===== src/rtl/edge_detect_pkg.sv =====
// -----------------------------------------------------------------------------
// edge_detect_pkg
// Shared types and constants for the cartoonifier edge pass.
//   pixel_t     : 24bpp RGB pixel, R[23:16] G[15:8] B[7:0]
//   intensity_t : 8-bit intensity / threshold sample
//   frame_t     : 3x3 pixels, element 8 = p00 (MSBs) ... element 0 = p22
//   grid_t      : 3x3 intensities, same ordering as frame_t
// -----------------------------------------------------------------------------
package edge_detect_pkg;

    localparam int PIX_W = 24;
    localparam int INT_W = 8;
    localparam int MAG_W = 11;

    typedef logic [PIX_W-1:0] pixel_t;
    typedef logic [INT_W-1:0] intensity_t;
    typedef pixel_t     [8:0] frame_t;
    typedef intensity_t [8:0] grid_t;

    // Sobel kernel weights: outer taps weigh 1, the tap in line with the centre weighs 2.
    localparam logic [9:0] SOBEL_K_OUTER = 10'd1;
    localparam logic [9:0] SOBEL_K_MID   = 10'd2;

    // Packed-array element holding row r, column c (row-major, p00 in the MSBs).
    function automatic int grid_idx(input int r, input int c);
        return 8 - (3 * r + c);
    endfunction

    // One Sobel column/row sum: outer + 2*mid + outer, max 1020, fits 10 bits.
    function automatic logic [9:0] sobel_sum3(input intensity_t a,
                                              input intensity_t b,
                                              input intensity_t c);
        return (SOBEL_K_OUTER * {2'b00, a}) + (SOBEL_K_MID * {2'b00, b}) +
               (SOBEL_K_OUTER * {2'b00, c});
    endfunction

    // Magnitude of a signed gradient; |-1020..1020| always fits.
    function automatic logic [MAG_W-1:0] abs_grad(input logic signed [MAG_W-1:0] g);
        logic [MAG_W-1:0] res;
        if (g[MAG_W-1] == 1'b1) begin
            res = MAG_W'(-g);
        end else begin
            res = MAG_W'(g);
        end
        return res;
    endfunction

endpackage


===== src/rtl/edge_detect_pixel_intensity.sv =====
// -----------------------------------------------------------------------------
// pixel_intensity
// Combinational RGB -> 8-bit intensity converter.
//   pix_i : RGB pixel
//   int_o : intensity
// Build option EDGE_DETECT_LUMA_EN selects the luma weighting
// (77R + 150G + 29B) >> 8; otherwise (R + 2G + B) >> 2 is used.
// -----------------------------------------------------------------------------
module pixel_intensity
    import edge_detect_pkg::*;
(
    input  pixel_t     pix_i,
    output intensity_t int_o
);

    logic [7:0] r_s;
    logic [7:0] g_s;
    logic [7:0] b_s;

    assign r_s = pix_i[23:16];
    assign g_s = pix_i[15:8];
    assign b_s = pix_i[7:0];

`ifdef EDGE_DETECT_LUMA_EN
    // Weights sum to 256, so the 16-bit sum tops out at 65280 and never wraps.
    logic [15:0] luma_s;
    assign luma_s = (16'd77  * {8'd0, r_s}) +
                    (16'd150 * {8'd0, g_s}) +
                    (16'd29  * {8'd0, b_s});
    assign int_o  = intensity_t'(luma_s >> 8);
`else
    // Max 1020 fits 10 bits; the shift brings it back to 0..255.
    logic [9:0] sum_s;
    assign sum_s = {2'b00, r_s} + {1'b0, g_s, 1'b0} + {2'b00, b_s};
    assign int_o = intensity_t'(sum_s >> 2);
`endif

endmodule


===== src/rtl/edge_detect.sv =====
// -----------------------------------------------------------------------------
// edge_detect
// Two-stage pixel pipeline: stage 1 registers the 3x3 intensity grid, stage 2
// applies Sobel and flags the centre pixel when |Gx|+|Gy| > threshold.
//   clk, rst          : clock, asynchronous active-high reset
//   intensity_enable  : pixel_data valid this cycle
//   pixel_data        : 3x3 RGB frame, p00 in [215:192]
//   threshold         : edge threshold (used in stage 2)
//   i_grid            : registered intensities, i00 in [71:64]
//   edgedetect_enable : i_grid valid
//   is_edge           : centre pixel is an edge
//   edge_valid        : is_edge valid
// Build option EDGE_DETECT_LUMA_EN (inside pixel_intensity) selects luma weighting.
// -----------------------------------------------------------------------------
module edge_detect
    import edge_detect_pkg::*;
(
    input  logic       clk,
    input  logic       rst,
    input  logic       intensity_enable,
    input  frame_t     pixel_data,
    input  intensity_t threshold,
    output grid_t      i_grid,
    output logic       edgedetect_enable,
    output logic       is_edge,
    output logic       edge_valid
);

    grid_t      int_s;
    grid_t      i_grid_d;
    grid_t      i_grid_q;
    logic       ed_en_q;
    logic       is_edge_d;
    logic       is_edge_q;
    logic       edge_valid_q;

    logic signed [MAG_W-1:0] gx_s;
    logic signed [MAG_W-1:0] gy_s;
    logic        [MAG_W-1:0] mag_s;

    genvar k;
    generate
        for (k = 0; k < 9; k++) begin : g_conv
            pixel_intensity u_conv (
                .pix_i (pixel_data[k]),
                .int_o (int_s[k])
            );
        end
    endgenerate

    // Stage-1 next state: capture a new grid only on enabled cycles.
    always_comb begin
        i_grid_d = i_grid_q;
        if (intensity_enable == 1'b1) begin
            i_grid_d = int_s;
        end else begin
            i_grid_d = i_grid_q;
        end
    end

    // Sobel gradients over the registered grid (sums are non-negative, difference is signed).
    always_comb begin
        gx_s = $signed({1'b0, sobel_sum3(i_grid_q[grid_idx(0, 2)], i_grid_q[grid_idx(1, 2)],
                                         i_grid_q[grid_idx(2, 2)])}) -
               $signed({1'b0, sobel_sum3(i_grid_q[grid_idx(0, 0)], i_grid_q[grid_idx(1, 0)],
                                         i_grid_q[grid_idx(2, 0)])});
        gy_s = $signed({1'b0, sobel_sum3(i_grid_q[grid_idx(2, 0)], i_grid_q[grid_idx(2, 1)],
                                         i_grid_q[grid_idx(2, 2)])}) -
               $signed({1'b0, sobel_sum3(i_grid_q[grid_idx(0, 0)], i_grid_q[grid_idx(0, 1)],
                                         i_grid_q[grid_idx(0, 2)])});
        mag_s = abs_grad(gx_s) + abs_grad(gy_s);
    end

    // Stage-2 next state: strictly-greater compare, hold while the grid is not valid.
    always_comb begin
        is_edge_d = is_edge_q;
        if (ed_en_q == 1'b1) begin
            is_edge_d = (mag_s > {3'b000, threshold});
        end else begin
            is_edge_d = is_edge_q;
        end
    end

    // Pipeline registers for both stages.
    always_ff @(posedge clk or posedge rst) begin
        if (rst) begin
            i_grid_q     <= '0;
            ed_en_q      <= 1'b0;
            is_edge_q    <= 1'b0;
            edge_valid_q <= 1'b0;
        end else begin
            i_grid_q     <= i_grid_d;
            ed_en_q      <= intensity_enable;
            is_edge_q    <= is_edge_d;
            edge_valid_q <= ed_en_q;
        end
    end

    assign i_grid            = i_grid_q;
    assign edgedetect_enable = ed_en_q;
    assign is_edge           = is_edge_q;
    assign edge_valid        = edge_valid_q;

endmodule


===== config.mk =====
export PLATFORM = sky130hd
export DESIGN_NAME = edge_detect
export DESIGN_NICKNAME = d
export VERILOG_FILES = /design/src/rtl/edge_detect_pkg.sv /design/src/rtl/edge_detect_pixel_intensity.sv /design/src/rtl/edge_detect.sv
export SDC_FILE = /design/constraint.sdc
export NUM_CORES = 1
export LEC_CHECK = 0
export BUFFER_PORTS_ARGS = -buffer_cell sky130_fd_sc_hd__buf_4
export CAP_MARGIN = 20
export CORE_ASPECT_RATIO = 1.2
export CORE_MARGIN = 2
export CORE_UTILIZATION = 45
export CTS_CLUSTER_SIZE = 14
export DETAILED_ROUTE_END_ITERATION = 10
export GPL_TIMING_DRIVEN = 1
export PLACE_DENSITY = 0.72
export SYNTH_ARGS = -nofsm -noshare
export SYNTH_HDL_FRONTEND = slang
export SYNTH_SLANG_ARGS = --single-unit

===== constraint.sdc =====
create_clock -name clk -period 16 [get_ports clk]
set_input_delay 4.8 -clock clk [delete_from_list [all_inputs] [get_ports clk]]
set_output_delay 4.8 -clock clk [all_outputs]
set_load 0.1 [all_outputs]

==> impl_metrics.ini, run 1 <==
[finish]
final_cell_mix = 303 x buf_4, 198 x inv_1, 135 x fa_1
area_delta_synth_final_pct = 29.1
layout_commonest_cell = buf_4
drive_gt1_share_pct = 25.8
num_antenna_cells = 0
nNetsFinal = 1781

[sta]
fin_crit_ns = 6.92
tns_ns = 0
hold_viol = 0
slew_violations = 0
setup_violations = 0
max_freq_ghz = 0.145
relSlewSlack_pct = 51.4
rsz0062_at_grt = false
tightestPinTransition_ns = 0.728
fin_worst_skew_ns = 0.00427
post-route-period-util_pct = 43.2

[die]
io_pins = 302
die_w_um = 139
row_count = 59
start_util_pct = 45.5
coreArea_mm2 = 0.0215
dieArea_mm2 = 0.0229
dieHeight_um = 165

[critical_path]
crit_path_max_incr_delay_ns = 0.55
path_class = input pin to register
r2r-end = is_edge$_DFFE_PP0P_
required_ns = 16.20
endpoint = i_grid[6]$_DFFE_PP0P_
rr_worst_depth = 26
r2r_start = i_grid[66]$_DFFE_PP0P_
startpoint_type = input pin
crit_arrival_ns = 7.12
crit_path_top_delay_cell = fa_1
endpoint_kind = register
critPathMostFrequentCell = a21oi_1
path_max_fanout = 2
cp-startpoint = pixel_data[2]
reg2reg_slack_ns = 9.19
crit_chain = buf_4 -> fa_1 -> ha_1 -> a41o_1 -> a21oi_1 -> o21ai_0 -> a21oi_1 -> o21bai_1 -> a21oi_1 -> xor2_1 -> mux2i_1

[cts]
insertion_delay_ns = 0.34
cts_hold_buf = 0
cts_sinks = 75
post-cts-setup-buffer-count = 0
clk_pin_slew_ns = 0.06
clk_path_buf_depth = 2
cts-resized-gates = 0
root_buffer = clkbuf_16
cts_tree = yes
cts_buffers = 9
htreeDepth = 3

[global_route]
grt_max_degree = 76
antenna_found_initial = 0
grt_overflow_total = 0
track_usage_pct = 22.7
grt_pass1_wl_um = 40600
grt_pass1_vias = 8265

[place]
place_congestion = 0.850
io_buffer_count = 301
place.detailed.hpwl_um = 22400

[synthesis]
synth_top_area_cell = fa_1
yosysWarnings = 0
synthAdderAreaFrac_pct = 41.3
synth_xor_area_share_pct = 7.08
synth_top_area_share_pct = 27.6
synth.yosys.seq_area_share_pct = 19.2
synth-seq-cells = 75
synth.area.mux_share_pct = 2.53
synthFlopType = dfrtp_1
synth_top_family_by_area = adder cells
synth_area_per_cell_um2 = 9.67
async_reset_ff_share_pct = 100
netlist_instances = 1011
syn_nets = 1480
synth_simple_gate_area_share_pct = 8.64
syn_area_mm2 = 0.00978
synth_compound_area_share_pct = 13.0
yosys-top-cells-area = fa_1 28%, dfrtp_1 19%, ha_1 14%
synth_cell_types = 48
synth_edf_count = 0

[min_path]
hold_class = register to register

[routing]
drc = 0
routed_via_density = 5.02
drtIter0Drc = 284
wl_um = 25700
vias = 7982
firstDrtPassIters = 5
wl_per_cell_um = 16.2
drtAntennaViolNets = 0

[status]
status = finished clean

[run]
maxCapViolations = 0
cell usage after synthesis, types with 8 or more instances:
cell	instances
inv_1	199
fa_1	135
ha_1	107
dfrtp_1	75
a21oi_1	73
o21ai_0	66
xnor2_1	59
nor2_1	41
nand2_1	40
nand3_1	22
xor2_1	20
nor2b_1	16
o21bai_1	16
mux2_2	14
clkbuf_1	13
a21o_1	10
a41o_1	9
mux2i_1	9
nand2b_1	9
o21a_1	8
flip-flops by register name, summed over array words and instances, names as in the netlist:
| name | count |
|---|---|
| edge_valid | 1 |
| edgedetect_enable | 1 |
| i_grid | 72 |
| is_edge | 1 |
worst max-delay path: cells and delay by family:
| kind | cells | cell delay, ns |
|---|---|---|
| AOI/OAI and AO/OA | 6 | 1.11 |
| xor gates and xnor gates | 1 | 0.21 |
| adders and majority gates | 2 | 0.78 |
| muxes | 1 | 0.10 |
| buffers and inverters | 1 | 0.12 |
worst min-delay path by stage:
stage / from / to / cells past startpoint
global route: edgedetect_enable$_DFF_PP0_ / edge_valid$_DFF_PP0_ / 0
floorplan: edgedetect_enable$_DFF_PP0_ / edge_valid$_DFF_PP0_ / 0
detailed placement: edgedetect_enable$_DFF_PP0_ / edge_valid$_DFF_PP0_ / 0
CTS: edgedetect_enable$_DFF_PP0_ / edge_valid$_DFF_PP0_ / 0
finish: edgedetect_enable$_DFF_PP0_ / edge_valid$_DFF_PP0_ / 0
global placement: edgedetect_enable$_DFF_PP0_ / edge_valid$_DFF_PP0_ / 0
area by class of cell:
cell class | count | area [um2]
Fill cell | 1916 | 8860
Clock buffer | 12 | 246
Timing Repair Buffer | 304 | 2300
Sequential cell | 75 | 1880
Multi-Input combinational cell | 723 | 7090
Clock inverter | 3 | 15.0
Inverter | 199 | 748
Tap cell | 274 | 343
per-stage QoR:
stage          std cells  instance area, um2  setup slack, ns  utilization, %  hold slack, ns
3_3_place_gp        1574               12300             8.70            57.4           0.422
5_1_grt             1590               12600             8.77            58.8           0.462
3_5_place_dp        1574               12300             8.69            57.4           0.439
2_1_floorplan       1011                9780             9.05               -           0.961
4_1_cts             1589               12600             9.05            58.6           0.452
6_report            1590               12600             9.08            58.8           0.443
cells by family after synthesis:
group,after synthesis
xor+xnor,79
simple gates,167
compound gates,212
buf+inv,213
flops,75
mux,23
fa+ha+maj,242
layer usage:
metal	vias to the layer above	share of wire (%)	global-route usage [%]
met3	44	4.9	4.56
met1	3837	39	27.1
met2	202	53	40.9
met4	0	3.3	8.49
li1	3899	-	-
met5	-	0	0
Power of run 1 is not shown: default switching activity piles up to over one toggle a cycle in this logic, so the estimate is an artifact.
==> run 2, diff against run 1 <==
==> constraint.sdc (replaced) <==
create_clock -name clk -period 6.7 [get_ports clk]
set_input_delay 2.01 -clock clk [delete_from_list [all_inputs] [get_ports clk]]
set_output_delay 2.01 -clock clk [all_outputs]
set_load 0.1 [all_outputs]
==> run 2 against run 1 <==
Design area rose by 0.58%. Die area did not move. Core utilization rose by 0.34 points. First-iteration DRC count fell by 3.5%. Hold slack got worse by 0.019 ns. Register-to-register slack got worse by 8.8 ns. Flip-flop and latch count did not move. Sequential share of layout area rose by 0.18 points. Highest routed layer unchanged.
==> impl_metrics.ini, run 2 (synthesis results as in run 1) <==
[die]
coreArea_mm2 = 0.0215
row_count = 59
start_util_pct = 45.5
dieArea_mm2 = 0.0229
die_w_um = 139
io_pins = 302
dieHeight_um = 165

[min_path]
holdCritStartpoint = edgedetect_enable$_DFF_PP0_
min_to = edge_valid$_DFF_PP0_
hold_class = register to register
min_path_cells = 0

[sta]
setup_violations = 0
setup_ws_ns = 0.389
slew_violations = 0
tightestPinTransition_ns = 0.884
fin_crit_ns = 6.31
max_freq_ghz = 0.158
hold_viol = 0
fin_worst_skew_ns = 0.00434
post-route-period-util_pct = 94.2
relSlewSlack_pct = 41.0

[routing]
wl_per_cell_um = 16.7
wl_um = 26600
drc = 0
drtIter0Drc = 274
vias = 8042
drtAntennaViolNets = 0
firstDrtPassIters = 4
routed_via_density = 5.05

[critical_path]
reg2reg_slack_ns = 0.39
required_ns = 6.92
path_max_fanout = 8
endpoint_kind = register
crit_path_top_delay_cell = fa_1
r2r-end = is_edge$_DFFE_PP0P_
critPathMostFrequentCell = fa_1
crit_chain = inv_1 -> fa_1 -> inv_1 -> fa_1 -> fa_1 -> inv_1 -> ha_1 -> and3_2 -> a31oi_2 -> o21ai_1 -> mux2_2 -> fa_1 -> a21oi_1 -> nor2_1 -> a211o_1 -> a21oi_1 -> xnor2_1 -> ha_1 -> nor2b_1 -> o31a_1 -> o22ai_1 -> o2111ai_1 -> nor4_1 -> a31oi_1
r2r_start = i_grid[23]$_DFFE_PP0P_
rr_worst_depth = 24
path_class = register to register
crit_arrival_ns = 6.53
crit_path_max_incr_delay_ns = 0.54
startpoint_type = register

[cts]
clk_path_buf_depth = 2
clk_pin_slew_ns = 0.06
root_buffer = clkbuf_16
cts_sinks = 75
cts_tree = yes
post-cts-setup-buffer-count = 0
cts_buffers = 9
cts_hold_buf = 0
htreeDepth = 3
insertion_delay_ns = 0.34

[finish]
layout_commonest_cell = buf_4
multi_input_area_mm2 = 0.00711
largest_reg_flops = 72
n_fill_cell = 1892
area_delta_synth_final_pct = 29.9
nNetsFinal = 1782
final_cell_mix = 305 x buf_4, 198 x inv_1, 135 x fa_1
drive_gt1_share_pct = 28.4
ff_latch_area_mm2 = 0.00191

[place]
io_buffer_count = 301
place.detailed.hpwl_um = 23400
dpl_worst_slack_ns = 0.407
place_congestion = 0.889

[global_route]
grt_pass1_vias = 8336
grt_max_degree = 71
antenna_found_initial = 1
grt_overflow_total = 0
grt_pass1_wl_um = 41600
track_usage_pct = 23.5

[status]
status = finished clean

[run]
maxCapViolations = 0
## run 2: what timing repair did
action                                  CTS  global route
endpoints found under the setup margin    0             1
hold endpoints to repair                  0             0
resized for setup                         0             4
## run 2: worst max path at each step
| stage | startpoint | endpoint | slack [ns] | depth (start not counted) |
|---|---|---|---|---|
| finish | i_grid[23]$_DFFE_PP0P_ | is_edge$_DFFE_PP0P_ | 0.39 | 24 |
| global route | i_grid[52]$_DFFE_PP0P_ | is_edge$_DFFE_PP0P_ | -0.003 | 26 |
| CTS | i_grid[66]$_DFFE_PP0P_ | is_edge$_DFFE_PP0P_ | 0.37 | 26 |
| detailed placement | i_grid[66]$_DFFE_PP0P_ | is_edge$_DFFE_PP0P_ | 0.41 | 26 |
| global placement | i_grid[66]$_DFFE_PP0P_ | is_edge$_DFFE_PP0P_ | 0.50 | 25 |
| floorplan | i_grid[69]$_DFFE_PP0P_ | is_edge$_DFFE_PP0P_ | 0.0007 | 24 |
## run 2: final cells by class
cell class | instances | area share (%)
antenna | 1 | 0.0197
multi-input combinational | 723 | 56.0
sequential | 75 | 15.0
clock buffer | 10 | 1.80
clock inverter | 6 | 0.512
timing repair buffer | 305 | 18.0
inverter | 199 | 5.89
tap | 274 | 2.70
## run 2: worst max-delay path: cells and delay by family, from the launching register on
family	cells	cell delay [ns]
adders and majority gates	6	2.70
AOI/OAI and AO/OA	9	1.71
DFF	1	0.40
buffers and inverters	3	0.16
and+or+nand+nor	4	0.66
muxes	1	0.41
xor gates and xnor gates	1	0.14
## run 2: metrics by stage
step | utilization (%) | hold WS (ns) | TNS (ns) | cell area, um2 | instances
finish | 59.1 | 0.425 | 0 | 12700 | 1593
global route | 59.1 | 0.452 | -0.00324 | 12700 | 1592
CTS | 59.0 | 0.431 | 0 | 12700 | 1592
detailed placement | 57.6 | 0.417 | 0 | 12400 | 1576
global placement | 57.6 | 0.422 | 0 | 12400 | 1576
floorplan | - | 0.822 | 0 | 9810 | 1011
## run 2: per-layer routing
metal / share of wire (%) / global-route usage (%) / vias to the layer above / routed length, um
met5: 0 / 0 / - / 0
met4: 3.0 / 7.98 / 0 / 805
met3: 4.9 / 4.82 / 36 / 1310
met2: 55 / 44.4 / 181 / 14500
met1: 37 / 26.4 / 3913 / 9930
li1: - / - / 3912 / -
Power of run 2 is left out for the same reason.
